$ cat src/rtl/dbg_pkg.sv
// Shared types and default sizing for the debug run-control sequencer.
package dbg_pkg;

  typedef enum logic [1:0] {
    RUN     = 2'b00,
    HALTED  = 2'b01,
    STEP    = 2'b10,
    RSTHOLD = 2'b11
  } run_state_t;

  localparam int STEP_W_DEF   = 8;
  localparam int BRK_W_DEF    = 16;
  localparam int RST_HOLD_DEF = 4;
  localparam int RST_HOLD_MIN = 1;

  // A core that was stopped (halted or mid-step) stays stopped across a logic reset.
  function automatic run_state_t resume_target(input run_state_t prior);
    run_state_t tgt;
    case (prior)
      HALTED, STEP: tgt = HALTED;
      default:      tgt = RUN;
    endcase
    return tgt;
  endfunction

endpackage

$ cat src/rtl/dbg_run_controller_if.sv
// Strobe, configuration and status bundle between the JTAG CDC stage and the run controller.
interface dbg_run_controller_if
  import dbg_pkg::*;
#(
  parameter int STEP_W = STEP_W_DEF,
  parameter int BRK_W  = BRK_W_DEF
);

  logic              halt_stb;
  logic              step_stb;
  logic              resume_stb;
  logic              reset_stb;
  logic [STEP_W-1:0] step_count;
  logic              brk_en;
  logic [BRK_W-1:0]  brk_cycles;

  logic              clk_en;
  logic              dm_reset;
  logic              halted;
  logic [1:0]        run_state;
  logic              step_done;
  logic              brk_hit;

  modport slave (
    input  halt_stb, step_stb, resume_stb, reset_stb, step_count, brk_en, brk_cycles,
    output clk_en, dm_reset, halted, run_state, step_done, brk_hit
  );

  modport master (
    output halt_stb, step_stb, resume_stb, reset_stb, step_count, brk_en, brk_cycles,
    input  clk_en, dm_reset, halted, run_state, step_done, brk_hit
  );

endinterface

$ cat src/rtl/dbg_pulse_stretch.sv
// Holds active_o high for RST_HOLD cycles after start_i; a new start_i reloads the count.
module dbg_pulse_stretch
  import dbg_pkg::*;
#(
  parameter int RST_HOLD = RST_HOLD_DEF
) (
  input  logic clk_i,
  input  logic rst_ni,
  input  logic start_i,
  output logic active_o,
  output logic last_o
);

  localparam int HOLD = (RST_HOLD < RST_HOLD_MIN) ? RST_HOLD_MIN : RST_HOLD;
  localparam int CW   = (HOLD > 1) ? $clog2(HOLD) : 1;
  localparam logic [CW-1:0] LOAD = CW'(HOLD - 1);

  logic [CW-1:0] cnt_q, cnt_d;
  logic          active_q, active_d;

  always_comb begin
    cnt_d    = cnt_q;
    active_d = active_q;
    if (start_i) begin
      active_d = 1'b1;
      cnt_d    = LOAD;
    end else if (active_q) begin
      if (cnt_q == {CW{1'b0}}) begin
        active_d = 1'b0;
      end else begin
        cnt_d = cnt_q - CW'(1);
      end
    end else begin
      cnt_d = {CW{1'b0}};
    end
  end

  always_ff @(posedge clk_i or negedge rst_ni) begin
    if (!rst_ni) begin
      cnt_q    <= {CW{1'b0}};
      active_q <= 1'b0;
    end else begin
      cnt_q    <= cnt_d;
      active_q <= active_d;
    end
  end

  assign active_o = active_q;
  // Final held cycle: the owner leaves its hold state on this edge.
  assign last_o   = active_q && (cnt_q == {CW{1'b0}});

endmodule

$ cat src/rtl/dbg_run_controller.sv
// Sys_clk run-control sequencer: run/halt/step/reset-hold FSM driving the dbg_clk gate enable.
module dbg_run_controller
  import dbg_pkg::*;
#(
  parameter int STEP_W   = STEP_W_DEF,
  parameter int BRK_W    = BRK_W_DEF,
  parameter int RST_HOLD = RST_HOLD_DEF
) (
  input  logic                 sys_clk,
  input  logic                 dbg_rst,
  dbg_run_controller_if.slave  bus
);

  run_state_t        state_q, state_d;
  run_state_t        resume_mode_q, resume_mode_d;
  logic              clk_en_q, clk_en_d;
  logic              halted_q, halted_d;
  logic              step_done_q, step_done_d;
  logic              brk_hit_q, brk_hit_d;
  logic [BRK_W-1:0]  run_cnt_q, run_cnt_d;
  logic [STEP_W-1:0] step_cnt_q, step_cnt_d;

  logic              hold_start_s;
  logic              hold_active_s;
  logic              hold_last_s;
  logic              brk_armed_s;
  logic              brk_term_s;
  logic [STEP_W-1:0] step_len_s;

  dbg_pulse_stretch #(
    .RST_HOLD (RST_HOLD)
  ) u_rst_hold (
    .clk_i    (sys_clk),
    .rst_ni   (dbg_rst),
    .start_i  (hold_start_s),
    .active_o (hold_active_s),
    .last_o   (hold_last_s)
  );

  // Breakpoint terminal count and effective step length.
  always_comb begin
    brk_armed_s = bus.brk_en && (bus.brk_cycles != {BRK_W{1'b0}});
    if (brk_armed_s) begin
      brk_term_s = (run_cnt_q == (bus.brk_cycles - BRK_W'(1)));
    end else begin
      brk_term_s = 1'b0;
    end
    if (bus.step_count == {STEP_W{1'b0}}) begin
      step_len_s = STEP_W'(1);
    end else begin
      step_len_s = bus.step_count;
    end
  end

  always_comb begin
    state_d       = state_q;
    resume_mode_d = resume_mode_q;
    clk_en_d      = clk_en_q;
    step_done_d   = 1'b0;
    brk_hit_d     = 1'b0;
    run_cnt_d     = run_cnt_q;
    step_cnt_d    = step_cnt_q;
    hold_start_s  = 1'b0;

    if (bus.reset_stb) begin
      // Re-entry keeps the original resume target; only the hold count restarts.
      state_d      = RSTHOLD;
      clk_en_d     = 1'b1;
      hold_start_s = 1'b1;
      run_cnt_d    = {BRK_W{1'b0}};
      step_cnt_d   = {STEP_W{1'b0}};
      if (state_q != RSTHOLD) begin
        resume_mode_d = resume_target(state_q);
      end else begin
        resume_mode_d = resume_mode_q;
      end
    end else begin
      case (state_q)
        RUN: begin
          clk_en_d = 1'b1;
          if (brk_armed_s) begin
            run_cnt_d = run_cnt_q + BRK_W'(1);
          end else begin
            run_cnt_d = {BRK_W{1'b0}};
          end
          if (brk_term_s || bus.halt_stb) begin
            state_d   = HALTED;
            clk_en_d  = 1'b0;
            brk_hit_d = brk_term_s;
            run_cnt_d = {BRK_W{1'b0}};
          end else begin
            state_d = RUN;
          end
        end

        HALTED: begin
          clk_en_d = 1'b0;
          if (bus.step_stb) begin
            state_d    = STEP;
            clk_en_d   = 1'b1;
            step_cnt_d = step_len_s;
          end else if (bus.resume_stb) begin
            state_d   = RUN;
            clk_en_d  = 1'b1;
            run_cnt_d = {BRK_W{1'b0}};
          end else begin
            state_d = HALTED;
          end
        end

        STEP: begin
          clk_en_d   = 1'b1;
          step_cnt_d = step_cnt_q - STEP_W'(1);
          if (bus.halt_stb) begin
            state_d    = HALTED;
            clk_en_d   = 1'b0;
            step_cnt_d = {STEP_W{1'b0}};
          end else if (bus.resume_stb) begin
            state_d    = RUN;
            run_cnt_d  = {BRK_W{1'b0}};
            step_cnt_d = {STEP_W{1'b0}};
          end else if (step_cnt_q <= STEP_W'(1)) begin
            state_d     = HALTED;
            clk_en_d    = 1'b0;
            step_done_d = 1'b1;
            step_cnt_d  = {STEP_W{1'b0}};
          end else begin
            state_d = STEP;
          end
        end

        RSTHOLD: begin
          clk_en_d = 1'b1;
          if (hold_last_s) begin
            state_d   = resume_mode_q;
            clk_en_d  = (resume_mode_q != HALTED);
            run_cnt_d = {BRK_W{1'b0}};
          end else begin
            state_d = RSTHOLD;
          end
        end

        default: begin
          state_d  = RUN;
          clk_en_d = 1'b1;
        end
      endcase
    end

    halted_d = (state_d == HALTED);
  end

  // Reset state runs the core, so the gate comes up enabled.
  always_ff @(posedge sys_clk or negedge dbg_rst) begin
    if (!dbg_rst) begin
      state_q       <= RUN;
      resume_mode_q <= RUN;
      clk_en_q      <= 1'b1;
      halted_q      <= 1'b0;
      step_done_q   <= 1'b0;
      brk_hit_q     <= 1'b0;
      run_cnt_q     <= {BRK_W{1'b0}};
      step_cnt_q    <= {STEP_W{1'b0}};
    end else begin
      state_q       <= state_d;
      resume_mode_q <= resume_mode_d;
      clk_en_q      <= clk_en_d;
      halted_q      <= halted_d;
      step_done_q   <= step_done_d;
      brk_hit_q     <= brk_hit_d;
      run_cnt_q     <= run_cnt_d;
      step_cnt_q    <= step_cnt_d;
    end
  end

  assign bus.clk_en    = clk_en_q;
  assign bus.dm_reset  = hold_active_s;
  assign bus.halted    = halted_q;
  assign bus.run_state = state_q;
  assign bus.step_done = step_done_q;
  assign bus.brk_hit   = brk_hit_q;

endmodule
$ cat src/flat_wrapper.sv
// flat-port wrapper written by rule: the top's interface ports become plain ports
module dbg_run_controller_flat import dbg_pkg::*;
#(
  parameter int STEP_W   = STEP_W_DEF,
  parameter int BRK_W    = BRK_W_DEF,
  parameter int RST_HOLD = RST_HOLD_DEF
)
  (sys_clk, dbg_rst, bus_halt_stb, bus_step_stb, bus_resume_stb, bus_reset_stb, bus_step_count, bus_brk_en, bus_brk_cycles, bus_clk_en, bus_dm_reset, bus_halted, bus_run_state, bus_step_done, bus_brk_hit);
  dbg_run_controller_if #(.STEP_W(STEP_W), .BRK_W(BRK_W)) bus_i ();
  input  logic sys_clk;
  input  logic dbg_rst;
  input wire logic [$bits(bus_i.halt_stb)-1:0] bus_halt_stb;
  input wire logic [$bits(bus_i.step_stb)-1:0] bus_step_stb;
  input wire logic [$bits(bus_i.resume_stb)-1:0] bus_resume_stb;
  input wire logic [$bits(bus_i.reset_stb)-1:0] bus_reset_stb;
  input wire logic [$bits(bus_i.step_count)-1:0] bus_step_count;
  input wire logic [$bits(bus_i.brk_en)-1:0] bus_brk_en;
  input wire logic [$bits(bus_i.brk_cycles)-1:0] bus_brk_cycles;
  output wire logic [$bits(bus_i.clk_en)-1:0] bus_clk_en;
  output wire logic [$bits(bus_i.dm_reset)-1:0] bus_dm_reset;
  output wire logic [$bits(bus_i.halted)-1:0] bus_halted;
  output wire logic [$bits(bus_i.run_state)-1:0] bus_run_state;
  output wire logic [$bits(bus_i.step_done)-1:0] bus_step_done;
  output wire logic [$bits(bus_i.brk_hit)-1:0] bus_brk_hit;
  assign bus_i.halt_stb = bus_halt_stb;
  assign bus_i.step_stb = bus_step_stb;
  assign bus_i.resume_stb = bus_resume_stb;
  assign bus_i.reset_stb = bus_reset_stb;
  assign bus_i.step_count = bus_step_count;
  assign bus_i.brk_en = bus_brk_en;
  assign bus_i.brk_cycles = bus_brk_cycles;
  assign bus_clk_en = bus_i.clk_en;
  assign bus_dm_reset = bus_i.dm_reset;
  assign bus_halted = bus_i.halted;
  assign bus_run_state = bus_i.run_state;
  assign bus_step_done = bus_i.step_done;
  assign bus_brk_hit = bus_i.brk_hit;
  dbg_run_controller #(.STEP_W(STEP_W), .BRK_W(BRK_W), .RST_HOLD(RST_HOLD)) u_core (.sys_clk(sys_clk), .dbg_rst(dbg_rst), .bus(bus_i));
endmodule
$ cat config.mk
export PLATFORM = sky130hd
export DESIGN_NAME = dbg_run_controller_flat
export DESIGN_NICKNAME = d
export VERILOG_FILES = /design/src/rtl/dbg_pkg.sv /design/src/rtl/dbg_run_controller_if.sv /design/src/rtl/dbg_pulse_stretch.sv /design/src/rtl/dbg_run_controller.sv /design/src/flat_wrapper.sv
export SDC_FILE = /design/constraint.sdc
export NUM_CORES = 1
export LEC_CHECK = 0
export ABC_CLOCK_PERIOD_IN_PS = 4200
export CELL_PAD_IN_SITES_DETAIL_PLACEMENT = 2
export CELL_PAD_IN_SITES_GLOBAL_PLACEMENT = 2
export CORE_UTILIZATION = 36
export CTS_CLUSTER_DIAMETER = 60
export CTS_CLUSTER_SIZE = 25
export DETAILED_ROUTE_END_ITERATION = 8
export PLACE_DENSITY = 0.94
export SLEW_MARGIN = 10
export SYNTH_ARGS = -nofsm -noshare
export SYNTH_HDL_FRONTEND = slang
export SYNTH_SLANG_ARGS = --single-unit
$ cat constraint.sdc
create_clock -name sys_clk -period 4.2 [get_ports sys_clk]
set_input_delay 0.84 -clock sys_clk [delete_from_list [all_inputs] [get_ports sys_clk]]
set_output_delay 0.84 -clock sys_clk [all_outputs]
set_load 0.005 [all_outputs]
==> summary.md, run 1 <==
| Metric | Value |
|---|---|
| Power Density | `372 mW/mm2` |
| Worst path slowest cell | `clkdlybuf4s50_1` |
| Final WL | `between 10 and 15 mm` |
| First-pass GRT wire length | `between 15 and 20 mm` |
| Drt first pass iters | `4` |
| Syn nets | `between 300 and 400` |
| Register area | `about 850 um2` |
| CP Launch Type | `input pin` |
| Clock slew at reported path FFs | `0.08 ns` |
| Main flop type after synthesis | `dfrtp_1` |
| Max Slew Vio Count | `0` |
| Vias/cell | `6.09` |
| Footprint of the multi-input gates | `roughly 0.0017 mm2` |
| CTS tree | `done` |
| Critical Path Max Stage Delay | `0.55 ns` |
| Syn Inst Count | `314` |
| WP data arrival | `between 3 and 4 ns` |
| Least-Margin Pin Slew | `between 0.8 and 0.9 ns` |
| Worst vdd ir | `about 0.00014 V` |
| Crit path cell chain | `clkdlybuf4s50_1 > inv_1 > ha_1 > nor2b_1 > and4_1 > o221ai_1 > nor4_4 > nand4_4 > buf_4 > nand4_1 > o311ai_2` |
| Clock root buffer | `clkbuf_8` |
| Pre-CTS setup slack | `0.396 ns` |
| Avg WL per Cell | `around 23 um` |
| Peak Freq | `between 200 and 300 MHz` |
| Data required time of the worst path | `4.37 ns` |
| Post-CTS Setup Bufs | `0` |
| Outcome | `finished, final reports clean` |
| Bufs on Longest Clock Path | `2` |
| Async set-reset flop share out of synthesis | `1.00` |
| Die H | `89.1 um` |
| Mapped cell area | `roughly 0.0027 mm2` |
| Die width | `~89 um` |
| Ranking of synthesized cells by area | `dfrtp_1 (30%), ha_1 (5.0%), xor2_1 (4.5%)` |
| Max Clock Skew | `slightly below 0.009 ns` |
| Final layout net count | `392` |
| Syn avg cell area | `8.69 um2` |
| Post-synthesis sequential area ratio | `0.312` |
| Vias in the first global route | `2990` |
| Area growth syn-to-layout | `22.2%` |
| Final setup fails | `0` |
| Number of fill cells | `between 800 and 900` |
| Share of cells above drive strength 1 | `0.0912` |
| Final period util | `0.848` |
| Max H-tree Level | `2` |
| Worst Path Max Fanout | `12` |
| Share of the synthesized area in the top cell type | `0.302` |
| Count of different cell masters after synthesis | `58` |
| Port-buffer cells | `37` |
| TritonCTS sink count | `34` |
| Via Count | `around 2700` |
| Cts repair resizes | `0` |
| Final TNS setup | `0 ns` |
| Buffers and inverters on the worst path | `3` |
| Most numerous cell in the Yosys netlist | `dfrtp_1` |
| Area leader, netlist | `dfrtp_1` |
| Warnings, synthesis | `0` |
| Total die area | `0.00794 mm2` |
| Max-Cap Viols | `0` |
| CTS Hold Bufs | `0` |
| GRT Util Overall | `0.276` |
| Final min period | `between 3 and 4 ns` |
| Slew headroom | `0.457` |
| Starting DRT DRC Count | `approximately 160` |
| Gpl congestion | `0.834` |
| Ant diodes | `0` |
| DPL Wire Length | `just over 7 mm` |
| Overflow left after global routing | `0` |
| RSZ-0062 raised after global routing | `false` |
| Antenna Violating Nets Remaining | `0` |
| FF+latch count, synth | `34` |
| TritonCTS Buffers | `5` |
| Hold Crit Class | `flip-flop to flip-flop` |
| Number of flops mapped to enable cells by yosys | `0` |
| Initial antenna violation count | `0` |
| Layout Utilization | `0.457` |
| Row cnt | `31` |
| Core area | `around 0.0073 mm2` |
| Skew-Pair Late Insertion Delay | `approximately 0.30 ns` |
| Io pins | `38` |
| CP Class | `input pin to flip-flop` |
| Leakage power | `roughly 1.3 nW` |
| Top cells by count, synth | `dfrtp_1 (33), nand2_1 (32), inv_1 (23)` |
| CP delay by family, top | `simple AND/OR/NAND/NOR gates` |
| Crit. End Element | `flip-flop` |
| Drc violations | `0` |
| Hold Vio Cnt, Final | `0` |
| Starting Density | `0.374` |
| Post-route worst setup slack | `roughly 0.64 ns` |
| Largest net degree at the start of global routing | `35` |
per-stage QoR:
step           cell area [um2]  power, W  std cells  hold WS (ns)
2_1_floorplan             2730  0.000674        314         0.459
3_3_place_gp              3200  0.000811        442         0.478
3_5_place_dp              3200  0.000848        442         0.494
4_1_cts                   3340   0.00125        450         0.516
5_1_grt                   3340   0.00131        450         0.547
6_report                  3340   0.00124        450         0.526
state kept, by name, summed over array words and instances (netlist names):
signal                      count
u_core.bus.step_done            1
u_core.bus.halted               1
u_core.u_rst_hold.cnt_q         2
u_core.bus.run_state            2
u_core.bus.clk_en               1
u_core.u_rst_hold.active_o      1
u_core.resume_mode_q            1
u_core.step_cnt_q               8
u_core.run_cnt_q               16
u_core.bus.brk_hit              1
layer usage:
metal,vias up,global-route usage,share of wire,wire length [um]
li1,1231,-,-,-
met3,33,0.0295,0.024,245
met4,0,0.139,0.042,427
met2,76,0.498,0.51,5190
met1,1399,0.324,0.43,4380
met5,-,0,0,0
cell type report:
cell class,count,share of cell area
sequential,34,0.255
inverter,23,0.0259
tap,99,0.0371
clock inverter,3,0.0206
multi-input combinational,244,0.518
clock buffer,5,0.0206
timing repair buffer,42,0.122
worst paths after layout:
path                                              startpoint                                to  slack, ns  depth (start not counted)
min in group asynchronous                            dbg_rst  u_core.run_cnt_q[14]$_DFFE_PN0P_       0.97                          2
min                         u_core.step_cnt_q[7]$_DFFE_PN0P_  u_core.step_cnt_q[7]$_DFFE_PN0P_       0.53                          1
max reg2reg                u_core.bus.run_state[0]$_DFF_PN0_   u_core.run_cnt_q[9]$_DFFE_PN0P_       1.13                          7
max                                        bus_brk_cycles[0]  u_core.run_cnt_q[10]$_DFFE_PN0P_       0.64                         11
max in group asynchronous                            dbg_rst       u_core.bus.clk_en$_DFF_PN1_       2.87                          2
min reg2reg                 u_core.step_cnt_q[7]$_DFFE_PN0P_  u_core.step_cnt_q[7]$_DFFE_PN0P_       0.53                          1
cell families (layout without fill, tap and decap cells):
group / Yosys count / in the layout / synth area share
xor+xnor: 26 / 26 / 0.0834
simple gates: 126 / 126 / 0.277
fa+ha+maj: 11 / 11 / 0.0504
flops: 34 / 34 / 0.312
buf+inv: 36 / 73 / 0.0550
mux: 2 / 2 / 0.00733
compound gates: 79 / 79 / 0.214
cells in the final DEF (no fill, tap or decap), types with 3 or more instances in the layout:
cell,netlist,routed
clkdlybuf4s50_1,0,37
dfrtp_1,33,33
nand2_1,32,32
inv_1,23,23
nand4_1,16,16
o21ai_0,15,15
xor2_1,14,14
xnor2_1,12,12
nor2_1,11,11
ha_1,11,11
a21oi_1,10,10
nand3_1,9,9
nor3_1,8,8
or3_1,7,7
nand2b_1,7,7
a22o_1,7,7
o22ai_1,6,6
a31oi_1,5,5
o311ai_1,5,5
o311ai_2,5,5
clkbuf_8,0,5
buf_4,0,5
nor4_1,4,4
nor2b_1,4,4
a21o_1,4,4
and3_1,3,3
nor3b_1,3,3
nand4b_1,3,3
or2_2,3,3
o211ai_1,3,3
o21ai_1,3,3
report_power, final:
group	total, W	switching, W	leakage [nW]	internal (W)
Combinational	0.000425	0.000245	0.795	0.000180
Clock	0.000382	0.000144	0.0683	0.000238
Sequential	0.000433	0.0000559	0.443	0.000377
Total	0.00124	0.000445	1.31	0.000794
Note: power is estimated with default switching activity, not from simulation.
==> inputs of run 2 (changes only) <==
ABC_CLOCK_PERIOD_IN_PS = 3400   (was 4200)
CORE_UTILIZATION = 34   (was 36)
PLACE_DENSITY = 0.9   (was 0.94)
clock period = 3.4 ns   (was 4.2 ns; I/O delays follow)
==> run 2 against run 1 <==
Effect of this change:
- combinational power is 25% higher
- first-iteration DRC count is 18% lower
- clock skew is 0.00052 ns lower
- global-route usage is 4.3 points lower
- worst hold slack worse by 0.0053 ns
- total power is 12% higher
- critical endpoint is now u_core.run_cnt_q[7]$_DFFE_PN0P_
==> summary.md, run 2 (same netlist as run 1, synthesis figures left out) <==
| Metric | Value |
|---|---|
| Starting DRT DRC Count | `approximately 130` |
| Drc violations | `0` |
| Net Sw Frac | `0.383` |
| Via Count | `2709` |
| CTS Hold Bufs | `0` |
| Total die area | `0.00839 mm2` |
| Post-Layout Cell Count | `between 400 and 500` |
| Most common cell after layout, fill and taps aside | `clkdlybuf4s50_1` |
| Overflow left after global routing | `0` |
| Final min period | `roughly 3.1 ns` |
| TritonCTS sink count | `34` |
| Internal power | `roughly 0.00086 W` |
| Die width | `91.6 um` |
| Core area | `0.00773 mm2` |
| Max Clock Skew | `approximately 0.0084 ns` |
| Sequential share of power | `0.381` |
| Data required time of the worst path | `3.58 ns` |
| Final WL | `9.57 mm` |
| Final layout net count | `about 400` |
| Net Switching | `0.000531 W` |
| Max FFs per register | `16` |
| Skew-Pair Late Insertion Delay | `~0.30 ns` |
| Post-CTS Setup Bufs | `0` |
| Max-Cap Viols | `0` |
| Slew headroom | `0.493` |
| Die H | `about 92 um` |
| Post-route worst setup slack | `0.274 ns` |
| Clock root buffer | `clkbuf_8` |
| Placed Cells | `about 460` |
| Final period util | `0.920` |
| Layout Utilization | `0.438` |
| Antenna Violating Nets Remaining | `0` |
| Ant diodes | `0` |
| Highest routed layer | `met4` |
| WL met2 | `5.03 mm` |
| RSZ-0062 raised after global routing | `false` |
| FF-to-FF path depth | `7` |
| Avg WL per Cell | `20.7 um` |
| CP Class | `input pin to flip-flop` |
| Clock slew at reported path FFs | `0.07 ns` |
| Leakage power | `around 1.3 nW` |
| Comb pwr share | `0.384` |
| Outcome | `finished, final reports clean` |
| Largest regs | `u_core.run_cnt_q (16), u_core.step_cnt_q (8)` |
| Row cnt | `32` |
| Port-buffer cells | `37` |
| Worst Path Max Fanout | `13` |
| Hold Crit Class | `flip-flop to flip-flop` |
| Peak Freq | `around 320 MHz` |
| Bufs on Longest Clock Path | `2` |
| Vias/cell | `5.85` |
| Final setup fails | `0` |
| Area growth syn-to-layout | `23.8%` |
| Largest net degree at the start of global routing | `35` |
| TritonCTS Buffers | `5` |
| Vias in the first global route | `approximately 3100` |
| Hold path cells | `1` |
| DRT met1 WL | `about 4 mm` |
| DPL Wire Length | `7.14 mm` |
| Least-Margin Pin Slew | `between 0.7 and 0.8 ns` |
| Gpl congestion | `around 0.81` |
| Io pins | `38` |
| Max Slew Vio Count | `0` |
| Cts repair resizes | `0` |
| CP Launch Type | `input pin` |
| Detail Route met3 WL | `about 220 um` |
| Commonest non-fill, non-tap cells in the layout | `clkdlybuf4s50_1 (37), dfrtp_1 (33), nand2_1 (32)` |
| Initial antenna violation count | `0` |
| Crit. End Element | `flip-flop` |
| CTS tree | `done` |
| Max H-tree Level | `2` |
| First-pass GRT wire length | `around 15 mm` |
| Starting Density | `0.353` |
| Power Density | `410 mW/mm2` |
| Worst vdd ir | `approximately 0.00017 V` |
| Pre-CTS setup slack | `-0.00872 ns` |
| GRT Util Overall | `0.233` |
| Clock power share | `0.236` |
| Hold Vio Cnt, Final | `0` |
| Biggest register | `u_core.run_cnt_q` |
| WP data arrival | `about 3.3 ns` |
| Final TNS setup | `0 ns` |
| Share of cells above drive strength 1 | `0.116` |
| Drt first pass iters | `4` |
run 2: cell types whose count changed in the layout (fill, tap and decap cells not counted):
cell	previous run	this run
bufinv_16	2	0
clkinv_2	0	1
clkinvlp_4	0	1
clkbuf_8	5	6
buf_4	5	15
clkinv_4	1	0
nor4_2	1	0
nor4_4	2	3
run 2: final cells by class:
cell class	count	area, um2
Clock buffer	6	82.6
Clock inverter	2	12.5
Fill cell	833	4350
Inverter	23	86.3
Multi-Input combinational cell	244	1740
Sequential cell	34	852
Tap cell	102	128
Timing Repair Buffer	52	483
run 2: power groups by stage:
| stage | Clock [W] | Combinational [W] | Sequential (W) |
|---|---|---|---|
| global placement | 0 | 0.000480 | 0.000530 |
| finish | 0.000327 | 0.000532 | 0.000528 |
| global route | 0.000345 | 0.000582 | 0.000537 |
| detailed placement | 0 | 0.000522 | 0.000535 |
| floorplan | 0 | 0.000314 | 0.000518 |
| CTS | 0.000333 | 0.000529 | 0.000529 |
run 2: metrics by stage:
step / total power, W / instance area (um2) / hold slack (ns)
floorplan: 0.000832 / 2730 / 0.384
global placement: 0.00101 / 3280 / 0.477
detailed placement: 0.00106 / 3280 / 0.493
CTS: 0.00139 / 3370 / 0.522
global route: 0.00146 / 3380 / 0.547
finish: 0.00139 / 3380 / 0.521
run 2: final timing paths:
kind                                                   startpoint                          endpoint  slack [ns]
worst max-delay path                            bus_brk_cycles[4]   u_core.run_cnt_q[7]$_DFFE_PN0P_        0.27
worst min-delay path             u_core.step_cnt_q[7]$_DFFE_PN0P_  u_core.step_cnt_q[7]$_DFFE_PN0P_        0.52
worst max register to register  u_core.bus.run_state[0]$_DFF_PN0_   u_core.run_cnt_q[7]$_DFFE_PN0P_        0.65
worst min register to register   u_core.step_cnt_q[7]$_DFFE_PN0P_  u_core.step_cnt_q[7]$_DFFE_PN0P_        0.52
max in group asynchronous                                 dbg_rst       u_core.bus.clk_en$_DFF_PN1_        2.25
min in group asynchronous                                 dbg_rst   u_core.run_cnt_q[2]$_DFFE_PN0P_        0.79
run 2: routing by layer:
metal / up-vias / GRT usage
met5: - / 0
met4: 0 / 0.0754
met3: 22 / 0.0249
met2: 59 / 0.436
met1: 1380 / 0.275
li1: 1248 / -
run 2: worst max-delay path, cell delays in order:
cell and delay [ns]:
clkdlybuf4s50_1 0.51, nor4_4 0.44, buf_4 0.22, nand3_1 0.11, o21a_1 0.21, o32a_1 0.39, nand4_4 0.14, nand2_2 0.21
o311ai_1 0.38
